===== src/rtl/conv_output_collector.sv =====
// conv_output_collector
// Collects one set of pooled feature maps (one MapSize-word map per kernel)
// from the conv/pool stack, then drains the set kernel-major as a serial
// word stream toward the fully-connected stage.
//
// Output handshake: a word moves on every rising clk edge where
// out_valid && out_ready are both high. Once out_valid rises it stays high
// until the last word of the set has moved. While out_ready is low,
// out_data, out_kernel and out_last hold their values.
//
// busy mirrors the FSM state (1 = DRAIN, 0 = COLLECT). It serves as the
// state observation point.
module conv_output_collector #(
    parameter int NumberOfK          = 4,
    parameter int ProcessingElements = 2,
    parameter int BitSize            = 32,
    parameter int MapWidth           = 2,
    localparam int KW                = (NumberOfK > 1) ? $clog2(NumberOfK) : 1
) (
    input  logic                                         clk,
    input  logic                                         res_n,
    input  logic [NumberOfK-1:0]                         in_valid,
    input  logic [ProcessingElements-1:0][BitSize-1:0]   in_data,
    input  logic                                         in_set_done,
    output logic                                         out_valid,
    input  logic                                         out_ready,
    output logic [BitSize-1:0]                           out_data,
    output logic [KW-1:0]                                out_kernel,
    output logic                                         out_last,
    output logic                                         busy,
    output logic                                         err_overflow
);

    localparam int MapSize = MapWidth * MapWidth;
    localparam int CW      = $clog2(MapSize + 1);
    localparam int IW      = (MapSize > 1) ? $clog2(MapSize) : 1;
    localparam logic [CW-1:0] FULL   = CW'(MapSize);
    localparam logic [IW-1:0] LAST_I = IW'(MapSize - 1);
    localparam logic [KW-1:0] LAST_K = KW'(NumberOfK - 1);

    typedef enum logic {S_COLLECT = 1'b0, S_DRAIN = 1'b1} state_t;

    state_t               state_q;
    logic [BitSize-1:0]   mem_q  [NumberOfK][MapSize];
    logic [CW-1:0]        wcnt_q [NumberOfK];
    logic [CW-1:0]        wcnt_d [NumberOfK];
    logic [BitSize-1:0]   lane_data [NumberOfK];
    logic [NumberOfK-1:0] wr_en;
    logic [NumberOfK-1:0] drop;
    logic                 all_full_d;
    logic                 trigger;
    logic [BitSize-1:0]   first_word;
    logic [KW-1:0]        rd_k_q;
    logic [KW-1:0]        nxt_k;
    logic [IW-1:0]        rd_i_q;
    logic [IW-1:0]        nxt_i;

    // Kernel k is hard-wired to lane (k mod ProcessingElements).
    for (genvar g = 0; g < NumberOfK; g++) begin : g_lane
        assign lane_data[g] = in_data[g % ProcessingElements];
    end

    // Write enables, drops, next counts, drain trigger and next read index.
    always_comb begin
        wr_en      = '0;
        drop       = '0;
        all_full_d = 1'b1;
        for (int k = 0; k < NumberOfK; k++) begin
            wr_en[k]  = (state_q == S_COLLECT) && in_valid[k] && (wcnt_q[k] != FULL);
            drop[k]   = in_valid[k] && !wr_en[k];
            wcnt_d[k] = wr_en[k] ? wcnt_q[k] + 1'b1 : wcnt_q[k];
            if (wcnt_d[k] != FULL) begin
                all_full_d = 1'b0;
            end
        end
        trigger = (state_q == S_COLLECT) && (in_set_done || all_full_d);
        // The word for kernel 0 index 0 may be written on the trigger edge.
        // In that case it bypasses the storage so that the first word is correct.
        first_word = (wr_en[0] && (wcnt_q[0] == '0)) ? lane_data[0] : mem_q[0][0];
        if (rd_i_q == LAST_I) begin
            nxt_i = '0;
            nxt_k = rd_k_q + 1'b1;
        end else begin
            nxt_i = rd_i_q + 1'b1;
            nxt_k = rd_k_q;
        end
    end

    // Map storage: no reset. Entries not rewritten in a set keep their old data.
    always_ff @(posedge clk) begin
        for (int k = 0; k < NumberOfK; k++) begin
            if (wr_en[k]) begin
                mem_q[k][wcnt_q[k][IW-1:0]] <= lane_data[k];
            end
        end
    end

    // Collect/drain FSM with registered outputs and write counters.
    always_ff @(posedge clk or negedge res_n) begin
        if (!res_n) begin
            state_q      <= S_COLLECT;
            out_valid    <= 1'b0;
            out_data     <= '0;
            out_kernel   <= '0;
            out_last     <= 1'b0;
            busy         <= 1'b0;
            err_overflow <= 1'b0;
            rd_k_q       <= '0;
            rd_i_q       <= '0;
            for (int k = 0; k < NumberOfK; k++) begin
                wcnt_q[k] <= '0;
            end
        end else begin
            if (|drop) begin
                err_overflow <= 1'b1;
            end
            case (state_q)
                S_COLLECT: begin
                    for (int k = 0; k < NumberOfK; k++) begin
                        wcnt_q[k] <= wcnt_d[k];
                    end
                    if (trigger) begin
                        state_q    <= S_DRAIN;
                        busy       <= 1'b1;
                        out_valid  <= 1'b1;
                        out_data   <= first_word;
                        out_kernel <= '0;
                        out_last   <= (LAST_K == '0) && (LAST_I == '0);
                        rd_k_q     <= '0;
                        rd_i_q     <= '0;
                    end
                end
                S_DRAIN: begin
                    if (out_valid && out_ready) begin
                        if (out_last) begin
                            state_q   <= S_COLLECT;
                            busy      <= 1'b0;
                            out_valid <= 1'b0;
                            out_last  <= 1'b0;
                            rd_k_q    <= '0;
                            rd_i_q    <= '0;
                            for (int k = 0; k < NumberOfK; k++) begin
                                wcnt_q[k] <= '0;
                            end
                        end else begin
                            rd_k_q     <= nxt_k;
                            rd_i_q     <= nxt_i;
                            out_data   <= mem_q[nxt_k][nxt_i];
                            out_kernel <= nxt_k;
                            out_last   <= (nxt_k == LAST_K) && (nxt_i == LAST_I);
                        end
                    end
                end
                default: state_q <= S_COLLECT;
            endcase
        end
    end

endmodule


===== config.mk =====
export PLATFORM = sky130hd
export DESIGN_NAME = conv_output_collector
export DESIGN_NICKNAME = d
export VERILOG_FILES = /design/src/rtl/conv_output_collector.sv
export SDC_FILE = /design/constraint.sdc
export NUM_CORES = 1
export LEC_CHECK = 0
export CAP_MARGIN = 5
export CELL_PAD_IN_SITES_DETAIL_PLACEMENT = 0
export CELL_PAD_IN_SITES_GLOBAL_PLACEMENT = 1
export CORE_MARGIN = 1
export CORE_UTILIZATION = 48
export CTS_CLUSTER_SIZE = 8
export DETAILED_ROUTE_END_ITERATION = 10
export PLACE_DENSITY_LB_ADDON = 0.05
export SLEW_MARGIN = 25
export SYNTH_ARGS = -nofsm -noshare
export SYNTH_HDL_FRONTEND = slang
export SYNTH_SLANG_ARGS = --single-unit

===== constraint.sdc =====
create_clock -name clk -period 5.5 [get_ports clk]
set_input_delay 1.1 -clock clk [delete_from_list [all_inputs] [get_ports clk]]
set_output_delay 1.1 -clock clk [all_outputs]
set_load 0.03 [all_outputs]

==> metrics.md <==
| Metric | Value |
|---|---|
| Fin crit period | 3851 ps |
| Port buffer count | 109 |
| Starting Density | 0.4858 |
| Crit end category | register |
| Final hold viol count | 0 |
| Num CTS Buffers | 80 |
| GRT Total Usage | 0.2862 |
| CP Launch Type | register |
| Vias in the first global route | 16601 |
| Detailed Route WL | 76460 µm |
| Die height | 232.6 µm |
| CTS tree | built |
| DR iter-0 viols | 1480 |
| Routability cong. | 0.8102 |
| Largest cells by area after synthesis | edfxtp_1 60%, mux2i_1 6.8%, dfrtp_1 5.3% |
| Final nets | 1985 |
| Share of cells above drive strength 1 | 0.1503 |
| Critical Path AT | 4380 ps |
| Worst hold path class | register to register |
| Syn nets | 1867 |
| Post-cts sizing count | 0 |
| Worst-case reg-to-reg path depth | 8 |
| Sequential share of the synthesized area | 0.6552 |
| Hold_buf cts | 0 |
| PwrDens | 455.6 nW/µm² |
| Fin crit share | 0.7002 |
| Worst-path maximum fanout | 14 |
| DR top layer | met5 |
| Sw Pwr | 4356 µW |
| Syn. warnings | 0 |
| Flop-to-flop setup slack | 1650 ps |
| RSZ-0062 raised after global routing | false |
| Area Overhead vs Synth | 16.41% |
| Status | finished clean |
| Global-route wire length before repair | 111500 µm |
| ANT cells | 0 |
| Core Area | 52550 µm² |
| Largest net degree at the start of global routing | 123 |
| Synth Flop Type | edfxtp_1 |
| Setup Skew | 28.93 ps |
| Vias per std cell | 6.270 |
| Rows | 84 |
| P_leak | 0.009562 µW |
| Worst-Margin Slew | 1061 ps |
| Clock Path Buffers | 3 |
| Endpoints failing setup | 0 |
| Met3 Wirelength | 4653 µm |
| Die ar. | 54110 µm² |
| Total power | 13540 µW |
| Top cell type's share of synthesized area | 0.6022 |
| Library cells used by synthesis | 60 |
| H-tree levels | 3 |
| Initial antenna violation count | 4 |
| Gate Count Post-Synth | 1777 |
| #FFs+latches synth | 566 |
| DRT met1 WL | 33030 µm |
| Pint | 9183 µW |
| Root buffer cell | clkbuf_16 |
| Biggest area consumer among synthesized cells | edfxtp_1 |
| # Max-Cap Violations | 0 |
| Worst-skew pair later-pin latency | 620 ps |
| Clock share of power | 0.342 |
| Post-synth EDFFs | 512 |
| Setup TNS | 0 ps |
| Ports | 110 |
| Async set or reset register ratio after synthesis | 0.09541 |
| Routed met2 length | 36520 µm |
| Post-CTS Setup Bufs | 0 |
| Final ANT Viol Nets | 0 |
| Slew HR | 0.2903 |
| Detail Placement HPWL | 44030 µm |
| Reg clk slew, reported paths | 60 ps |
| Classification of the worst setup path | register to register |
| Drt wl/cell | 28.92 µm |
| Drt drc | 0 |
| Final non-filler cell total | 2644 |
| CTS sink count | 566 |
| Post-Syn Area | 25530 µm² |
| Fmax | 259.6 MHz |
| Switch share | 0.3217 |
| Layout filler cell count | 4185 |
| Total gr overflow | 0 |
| Placed instance count | 2500 |
| Syn_area_per_cell | 14.37 µm² |
| Hold Crit Depth | 2 |
| Die W | 232.6 µm |
| Comb power frac | 0.269 |
| Peak VDD IR | 0.0002749 V |
| Sequential power share | 0.389 |
| First-pass iteration count of the detailed router | 6 |
| Worst hold margin | 508.4 ps |
| Via count | 16579 |
| Fin. max-slew vios | 0 |
| Worst EP required | 6030 ps |
==> layout by cell type (no fill, tap or decap), types with 4 or more instances in the layout <==
cell type	n
clkdlybuf4s50_1	108
mux2i_1	174
ha_1	18
inv_1	11
o22ai_1	72
a211oi_1	38
nand2b_1	12
o221ai_1	38
a221oi_1	12
mux4_2	33
and2_1	23
o21ai_0	77
o211ai_1	18
a31oi_1	12
buf_4	48
and3_1	17
a22oi_1	25
nor3_2	11
nand2_1	107
clkbuf_1	57
clkbuf_16	84
edfxtp_1	512
nor3_1	8
a221o_1	19
nand4_1	6
dfrtp_1	51
or3_1	12
nand3b_1	5
nor2b_1	12
and4b_1	6
mux2_2	81
nand2b_4	4
a21oi_1	43
and2_2	10
nand3_1	26
nor2_1	114
==> area by class of cell <==
| class | instances | area, µm² | area share |
|---|---|---|---|
| Clock buffer | 141 | 2316 | 0.07793 |
| Clock inverter | 2 | 25.02 | 0.0008420 |
| Inverter | 14 | 52.55 | 0.001768 |
| Multi-Input combinational cell | 1074 | 8220 | 0.2766 |
| Sequential cell | 566 | 16730 | 0.5631 |
| Tap cell | 688 | 860.8 | 0.02897 |
| Timing Repair Buffer | 159 | 1509 | 0.05077 |
==> metrics by stage <==
stage | worst slack, ps | utilization | instance area (µm²)
floorplan | 2651 | - | 25530
finish | 1649 | 0.5655 | 29720
global placement | 1661 | 0.5200 | 27330
CTS | 1720 | 0.5649 | 29690
global route | 1513 | 0.5655 | 29720
detailed placement | 1614 | 0.5204 | 27350
==> logic make-up (layout without fill, tap and decap cells) <==
group / count (synthesis) / after routing / share of synthesized area
AO/OA/AOI/OAI: 374 / 374 / 0.09900
XOR/XNOR: 6 / 6 / 0.002647
adder cells (fa/ha/maj): 18 / 18 / 0.008822
buffers and inverters: 137 / 316 / 0.02578
flip-flops: 566 / 566 / 0.6552
multiplexers: 288 / 288 / 0.1331
AND/OR/NAND/NOR: 388 / 388 / 0.07553
==> synthesized netlist by cell type (all sizes together) (3+ instances only) <==
library cell and n:
mux4 33, inv 12, nor3 19, nor2 116, nand3b 5, dfrtp 54
buf 67, a211oi 38, o22ai 72, a221oi 12, a21oi 43, mux2i 174
o221ai 38, o211ai 18, and3 21, a22oi 25, a221o 19, nand3 26
o21a 3, nand4 6, clkbuf 56, nor2b 13, edfxtp 512, nand2b 16
ha 18, xnor2 4, o21ai 78, mux2 81, and2 34, a31oi 12
nand2 107, and4b 6, a2bb2oi 3, or3 12
==> power groups by stage <==
stage | Sequential, µW | Combinational [µW] | Clock (µW)
after floorplan | 5350 | 2260 | 0
after global placement | 5330 | 3580 | 0
after detailed placement | 5340 | 3610 | 0
after CTS | 5260 | 3620 | 4690
after global routing | 5290 | 3900 | 4870
final | 5270 | 3640 | 4640
==> worst paths after layout <==
check / start / endpoint
setup / recovery: rd_i_q[0] / out_data[20]
max in group asynchronous: res_n / rd_k_q[1]
setup reg to reg: rd_i_q[0] / out_data[20]
hold reg to reg: err_overflow / err_overflow
min in group asynchronous: res_n / wcnt_q[5]
hold / removal: err_overflow / err_overflow
==> worst max-delay path, cell delays in order, from the launching register on <==
cell	delay [ps]
dfrtp_1	720
ha_1	670
clkinv_1	680
buf_4	440
nor2_1	210
a311oi_1	150
o311ai_0	550
o2111ai_1	190
nor3_1	150
==> state kept, by name, summed over array words and instances, names as in the netlist, 2 cells and up <==
name,cells
rd_k_q,2
out_data,32
mem_q,512
out_kernel,2
rd_i_q,2
wcnt_q,12
==> routing by layer <==
layer,track usage,vias up
li1,-,7261
met1,0.3921,8546
met2,0.4636,623
met3,0.04314,143
met4,0.1036,6
met5,0,-
No activity file was read; power rests on OpenSTA's default activity.
